File: config.mk
export PLATFORM = sky130hd
export DESIGN_NAME = ext_irq_ctrl
export DESIGN_NICKNAME = d
export VERILOG_FILES = /design/src/rtl/ext_irq_pkg.sv /design/src/rtl/irq_prio_arb.sv /design/src/rtl/ext_irq_ctrl.sv
export SDC_FILE = /design/constraint.sdc
export NUM_CORES = 1
export LEC_CHECK = 0
export CAP_MARGIN = 40
export CORE_UTILIZATION = 55
export DETAILED_ROUTE_END_ITERATION = 8
export PLACE_DENSITY = 0.77
export RECOVER_POWER = 25
export SYNTH_ARGS = -nofsm -noshare
export SYNTH_HDL_FRONTEND = slang
export SYNTH_SLANG_ARGS = --single-unit
export TNS_END_PERCENT = 100
File: constraint.sdc
create_clock -name HCLK -period 58.6 [get_ports HCLK]
set_input_delay 17.58 -clock HCLK [delete_from_list [all_inputs] [get_ports HCLK]]
set_output_delay 17.58 -clock HCLK [all_outputs]
set_load 0.005 [all_outputs]
File: src/rtl/ext_irq_pkg.sv
// Shared constants for the external interrupt controller: register byte offsets
// and the per-source trigger mode encoding.
package ext_irq_pkg;

  localparam logic [7:0] REG_ENABLE    = 8'h00;
  localparam logic [7:0] REG_MODE      = 8'h04;
  localparam logic [7:0] REG_POLARITY  = 8'h08;
  localparam logic [7:0] REG_PENDING   = 8'h0C;
  localparam logic [7:0] REG_THRESHOLD = 8'h10;
  localparam logic [7:0] REG_CLAIM     = 8'h14;
  localparam logic [7:0] PRIO_BASE     = 8'h40;

  localparam logic MODE_EDGE  = 1'b1;
  localparam logic MODE_LEVEL = 1'b0;

endpackage

File: src/rtl/irq_prio_arb.sv
// Combinational max-priority finder over the candidate sources.
// Ties resolve to the lowest index; the result is an ID (index+1), 0 when nobody qualifies.
module irq_prio_arb #(
  parameter int NUM_SRC = 16,
  parameter int PRIO_W  = 3,
  parameter int ID_W    = 5
) (
  input  logic [NUM_SRC-1:0]             cand,
  input  logic [NUM_SRC-1:0][PRIO_W-1:0] prio,
  output logic [ID_W-1:0]                win_id
);

  logic [PRIO_W-1:0] best_prio;

  // Strict greater-than keeps the earliest (lowest ID) source on equal priority.
  always_comb begin
    best_prio = '0;
    win_id    = '0;
    for (int i = 0; i < NUM_SRC; i++) begin
      if (cand[i] && (prio[i] > best_prio)) begin
        best_prio = prio[i];
        win_id    = ID_W'(i + 1);
      end
    end
  end

endmodule

File: src/rtl/ext_irq_ctrl.sv
// External interrupt controller feeding the core's MEIP: synchronised, polarised
// sources with per-source enable/mode/priority, a global threshold and claim/complete.
module ext_irq_ctrl
  import ext_irq_pkg::*;
#(
  parameter int NUM_SRC = 16,
  parameter int PRIO_W  = 3,
  parameter int ID_W    = 5
) (
  input  logic               HCLK,
  input  logic               HRESETn,
  input  logic [NUM_SRC-1:0] irq_src,
  input  logic               cfg_sel,
  input  logic               cfg_we,
  input  logic [7:0]         cfg_addr,
  input  logic [31:0]        cfg_wdata,
  output logic [31:0]        cfg_rdata,
  output logic               irq_req,
  output logic [ID_W-1:0]    irq_id
);

  localparam logic [5:0] NUM_SRC_W = 6'(NUM_SRC);

  logic [NUM_SRC-1:0]             sync1, sync2, pol_prev, pol, edge_set;
  logic [NUM_SRC-1:0]             enable, mode, polarity, pending, in_service;
  logic [NUM_SRC-1:0][PRIO_W-1:0] prio;
  logic [PRIO_W-1:0]              threshold;
  logic [NUM_SRC-1:0]             cand, claim_hit, complete_hit, w1c;
  logic [ID_W-1:0]                win_id;
  logic                           rd, wr, claim, complete;
  logic [7:0]                     prio_off;
  logic [5:0]                     prio_idx;
  logic                           prio_hit;
  logic [31:0]                    rd_val;
  logic                           unused_wdata;

  assign rd       = cfg_sel & ~cfg_we;
  assign wr       = cfg_sel & cfg_we;
  assign claim    = rd && (cfg_addr == REG_CLAIM);
  assign complete = wr && (cfg_addr == REG_CLAIM);

  assign prio_off = cfg_addr - PRIO_BASE;
  assign prio_idx = prio_off[7:2];
  assign prio_hit = (cfg_addr >= PRIO_BASE) && (cfg_addr[1:0] == 2'b00) &&
                    (prio_idx < NUM_SRC_W);

  assign pol      = sync2 ^ polarity;
  assign edge_set = pol & ~pol_prev;
  assign w1c      = (wr && (cfg_addr == REG_PENDING)) ? (cfg_wdata[NUM_SRC-1:0] & mode) : '0;

  assign unused_wdata = ^cfg_wdata;

  // Completing an ID that is 0, out of range or idle matches no bit, so it is a no-op.
  always_comb begin
    cand         = '0;
    claim_hit    = '0;
    complete_hit = '0;
    for (int i = 0; i < NUM_SRC; i++) begin
      cand[i]         = pending[i] & enable[i] & ~in_service[i] & (prio[i] > threshold);
      claim_hit[i]    = claim && (win_id == ID_W'(i + 1));
      complete_hit[i] = complete && (cfg_wdata[ID_W-1:0] == ID_W'(i + 1));
    end
  end

  irq_prio_arb #(
    .NUM_SRC (NUM_SRC),
    .PRIO_W  (PRIO_W),
    .ID_W    (ID_W)
  ) u_arb (
    .cand   (cand),
    .prio   (prio),
    .win_id (win_id)
  );

  always_comb begin
    rd_val = '0;
    case (cfg_addr)
      REG_ENABLE:    rd_val = 32'(enable);
      REG_MODE:      rd_val = 32'(mode);
      REG_POLARITY:  rd_val = 32'(polarity);
      REG_PENDING:   rd_val = 32'(pending);
      REG_THRESHOLD: rd_val = 32'(threshold);
      REG_CLAIM:     rd_val = 32'(win_id);
      default: begin
        for (int i = 0; i < NUM_SRC; i++) begin
          if (prio_hit && (prio_idx == 6'(i))) rd_val = 32'(prio[i]);
        end
      end
    endcase
  end

  // A new edge overrides a claim or W1C landing on the same cycle.
  always_ff @(posedge HCLK) begin
    if (!HRESETn) begin
      sync1      <= '0;
      sync2      <= '0;
      pol_prev   <= '0;
      enable     <= '0;
      mode       <= '0;
      polarity   <= '0;
      pending    <= '0;
      in_service <= '0;
      prio       <= '0;
      threshold  <= '0;
      cfg_rdata  <= '0;
      irq_req    <= 1'b0;
      irq_id     <= '0;
    end else begin
      sync1      <= irq_src;
      sync2      <= sync1;
      pol_prev   <= pol;
      irq_req    <= (win_id != '0);
      irq_id     <= win_id;
      in_service <= (in_service | claim_hit) & ~complete_hit;
      if (rd) cfg_rdata <= rd_val;
      for (int i = 0; i < NUM_SRC; i++) begin
        if (mode[i] == MODE_LEVEL) pending[i] <= pol[i];
        else pending[i] <= edge_set[i] | (pending[i] & ~(claim_hit[i] | w1c[i]));
      end
      if (wr) begin
        case (cfg_addr)
          REG_ENABLE:    enable    <= cfg_wdata[NUM_SRC-1:0];
          REG_MODE:      mode      <= cfg_wdata[NUM_SRC-1:0];
          REG_POLARITY:  polarity  <= cfg_wdata[NUM_SRC-1:0];
          REG_THRESHOLD: threshold <= cfg_wdata[PRIO_W-1:0];
          default: begin
            for (int i = 0; i < NUM_SRC; i++) begin
              if (prio_hit && (prio_idx == 6'(i))) prio[i] <= cfg_wdata[PRIO_W-1:0];
            end
          end
        endcase
      end
    end
  end

endmodule
==> results.txt <==
The run finished, with violations left. The checks that failed: capacitance limit, slew limit. Across all register-to-register paths, the minimum setup slack is 34.43 ns.

The library cell contributing the largest single delay on the critical path is sky130_fd_sc_hd__o311ai_1. The post-CTS resize count is 0. The initial antenna violation count came out at 0. The final layout contains between 1500 and 2000 nets.

The post-synthesis sequential area ratio is ~36%. The pre-CTS setup slack came out at 34.88 ns. The sum of met3 wire segment lengths after detailed routing came out at 3020 µm. The power per standard cell area is between 20 and 25 nW/µm².

The worst path arrival time is 24.62 ns. The clock tree buffer depth came out at 3. The count of nets left with antenna violations once routing finished came out at 0. The cell family contributing the most delay on the critical path is compound AO/OA/AOI/OAI gates. The sum of met2 wire segment lengths after detailed routing is 15600 µm. The later pin in the worst-skew pair is clocked with a latency of 0.54 ns. The H-tree depth came out at 1.

The worst setup path is captured at a flop. The post-synthesis to final-layout area growth came out at 14.9%. The number of unique standard cell types used by synthesis came out at about 90. The total of buffers placed on input and output ports came out at 65. The number of top-level pins is 98. The number of warning messages in the yosys log came out at 0. The final setup skew came out at 0.0251 ns. The simple-gate area share of the yosys netlist came out at 25.4%.

The clock-pin slew on the worst setup and hold paths came out at 0.07 ns. After detailed routing, the total wire length is roughly 34000 µm. The final cell utilization of the core is roughly two thirds. The wire-length estimate of the detail-placed layout is 24000 µm. The number of iterations in the first detailed-routing pass came out at 7. The tightest min-delay check is of the flop to flop type. The total power consumption of the routed design is 0.305 mW. The number of DRC violations after detailed-routing iteration 0 is between 1000 and 1500.

The root buffer selected by CTS is sky130_fd_sc_hd__clkbuf_16. The highest layer touched by signal routing is met4. Along the worst path, the maximum fanout reaches 16.

The slew at the pin with the worst max-slew slack came out at 3.23 ns. The post-synthesis cell count came out at 1389. In the layout the commonest cells are sky130_fd_sc_hd__nand2_1, sky130_fd_sc_hd__dfxtp_1, sky130_fd_sc_hd__a21oi_1, sky130_fd_sc_hd__nor2_1, sky130_fd_sc_hd__nand3_1. The share of the synthesized area in compound gates (AO/OA/AOI/OAI) came out at 22.8%. For this design, the CTS-stage hold fixing added 0 buffers. Global routing finished with a remaining overflow of 0. The number of enable flip-flop cells after synthesis is 0. The largest total area in the synthesized netlist belongs to sky130_fd_sc_hd__dfxtp_1. The count of buffering cells on the critical path with inverters included is 4. Across the VDD grid, the largest voltage drop is 0.0000267 V. Cells with a size suffix above 1 make up 7.50% of the layout.

At the end of routability-driven placement, the weighted congestion stood at ~0.94. The startpoint class of the critical path is a flop. The combined global-route utilization of all metal layers is 32.2%. The floorplan core area came out at 19800 µm². The antenna diode instance count came out at 0.

Based on the critical path, the design can be clocked at up to 0.0414 GHz. The required time at the worst-slack endpoint came out at 59.05 ns. The area of the mapped netlist came out at 11200 µm². After detailed routing, the average wire length per cell comes to 19.9 µm.

The worst setup path is of the flop to flop kind. The routed layout has roughly 11000 vias. The fraction of synthesized area in multiplexers is under 10%.

Setup repair after global routing left no endpoint under its margin. The die footprint came out at between 20000 and 25000 µm². Max-cap violations in this run came to 2.

The fraction of synthesized cell area in xor and xnor cells is 1.25%. The average size of a mapped cell is 8.10 µm². The number of storage elements in the synthesis netlist came out at 201. The fraction of post-synthesis cell area in the top cell type by area came out at 35.8%. Entering global routing, the biggest net connects 80 pins. The final max-slew violation count was about 140.

The dominant combinational cell family by area after synthesis is simple AND/OR/NAND/NOR gates. In the post-route analysis, the smallest setup slack over all paths is around 34 ns. After synthesis, the share of flip-flops with an asynchronous set or reset is 0%.

The TritonCTS sink count came out at 201. Counting stages on the worst path, the most repeated cell is sky130_fd_sc_hd__ha_1. The floorplan die width is 145 µm. The library cell used most frequently in the layout, excluding fill and tap cells, is sky130_fd_sc_hd__nand2_1. The number of buffers inserted to repair setup after CTS is 0. The number of global-route vias before repair came out at ~10000. The static leakage is 4.53 nW. The share of the clock period used by the worst path after layout is ~41%. The starting utilization of the core area came out at between 50% and 60%. Sorting the synthesized cells by area gives the leading types as sky130_fd_sc_hd__dfxtp_1, sky130_fd_sc_hd__ha_1, sky130_fd_sc_hd__nand2_1.

The total negative slack for setup checks came out at 0 ns. The first-pass GRT wire length is ~54000 µm. The DRC violation count after routing is 0. The final period demand of the worst path came out at 24.17 ns. The fraction of the mapped netlist area in adder cells came out at 8.58%. The number of buffers added by the clock tree synthesis step came out at 22. TritonCTS built the clock tree.

The routed metal-1 wire length is 14000 µm. The prevailing post-synth register cell is sky130_fd_sc_hd__dfxtp_1. The die outline height came out at 145 µm.

The count of standard-cell rows is 51. The total of endpoints with negative setup slack in the final report is 0. The average via count per standard cell is ~6.3. The number of hold-slack violations in the final timing report came out at 0. The worst pin sits at a relative slew slack of -115%. The delay of the slowest critical-path stage is 0.54 ns.
worst paths after layout:
check / start / end / cells past startpoint
setup / recovery: threshold[1] / in_service[3] / 102
hold reg to reg: sync1[13] / sync2[13] / 1
hold / removal: sync1[13] / sync2[13] / 1
setup reg to reg: threshold[1] / in_service[3] / 102
Yosys cell counts (6+ instances only):
cell,n
sky130_fd_sc_hd__nor2b_1,16
sky130_fd_sc_hd__o21ai_0,37
sky130_fd_sc_hd__o221a_2,7
sky130_fd_sc_hd__dfxtp_1,201
sky130_fd_sc_hd__a21o_1,14
sky130_fd_sc_hd__mux2_2,6
sky130_fd_sc_hd__nand2_1,242
sky130_fd_sc_hd__and2_1,42
sky130_fd_sc_hd__ha_1,73
sky130_fd_sc_hd__xnor2_1,16
sky130_fd_sc_hd__a31oi_1,19
sky130_fd_sc_hd__a21oi_1,133
sky130_fd_sc_hd__o2bb2ai_1,14
sky130_fd_sc_hd__nor2_1,88
sky130_fd_sc_hd__a22o_1,7
sky130_fd_sc_hd__inv_1,40
sky130_fd_sc_hd__buf_4,16
sky130_fd_sc_hd__nand3b_1,11
sky130_fd_sc_hd__nand2b_1,11
sky130_fd_sc_hd__nand3_1,82
sky130_fd_sc_hd__clkbuf_1,53
sky130_fd_sc_hd__a22oi_1,44
sky130_fd_sc_hd__and3_1,15
sky130_fd_sc_hd__nand4_1,23
sky130_fd_sc_hd__nor4_1,6
sky130_fd_sc_hd__nand4b_1,9
sky130_fd_sc_hd__o21a_1,6
sky130_fd_sc_hd__o221a_1,7
sky130_fd_sc_hd__a211o_1,6
sky130_fd_sc_hd__nor3_1,19
registers in the layout, indices dropped and copies added, names as in the netlist:
signal      flops
cfg_rdata      16
enable         16
in_service     16
irq_id          5
irq_req         1
mode           16
pending        16
pol_prev       16
polarity       16
prio           48
sync1          16
sync2          16
threshold       3
layer usage:
layer,track usage [%],up-vias
met3,5.38,109
li1,-,5117
met4,15.2,0
met1,41.0,5080
met5,0,-
met2,52.8,520
through the flow:
stage               hold slack, ns  std cells  area (µm²)
floorplan                    0.412       1404       11300
global placement             0.414       1678       12100
detailed placement           0.422       1680       12100
CTS                          0.436       1719       12900
global route                 0.446       1719       12900
finish                       0.433       1719       12900
cell type report:
cell class | count | area (µm²)
flip-flops and latches | 201 | 4020
clock inverters | 10 | 178
inverters | 41 | 155
fillers | 1715 | 6860
clock buffers | 29 | 617
repair buffers | 85 | 800
well taps | 265 | 332
multi-input cells | 1088 | 6810
power breakdown:
group / leakage (nW) / total (mW) / switching (mW) / internal [mW]
clock: 0.387 / 0.151 / 0.0588 / 0.0921
sequential: 1.63 / 0.140 / 0.00109 / 0.139
combinational: 2.51 / 0.0144 / 0.00858 / 0.00578
kinds of logic after synthesis:
group	Yosys count
other	1
AOI/OAI and AO/OA	369
adders and majority gates	78
muxes	16
DFF	201
buffers and inverters	115
and+or+nand+nor	593
xor gates and xnor gates	16
No activity file was read; power rests on OpenSTA's default activity.
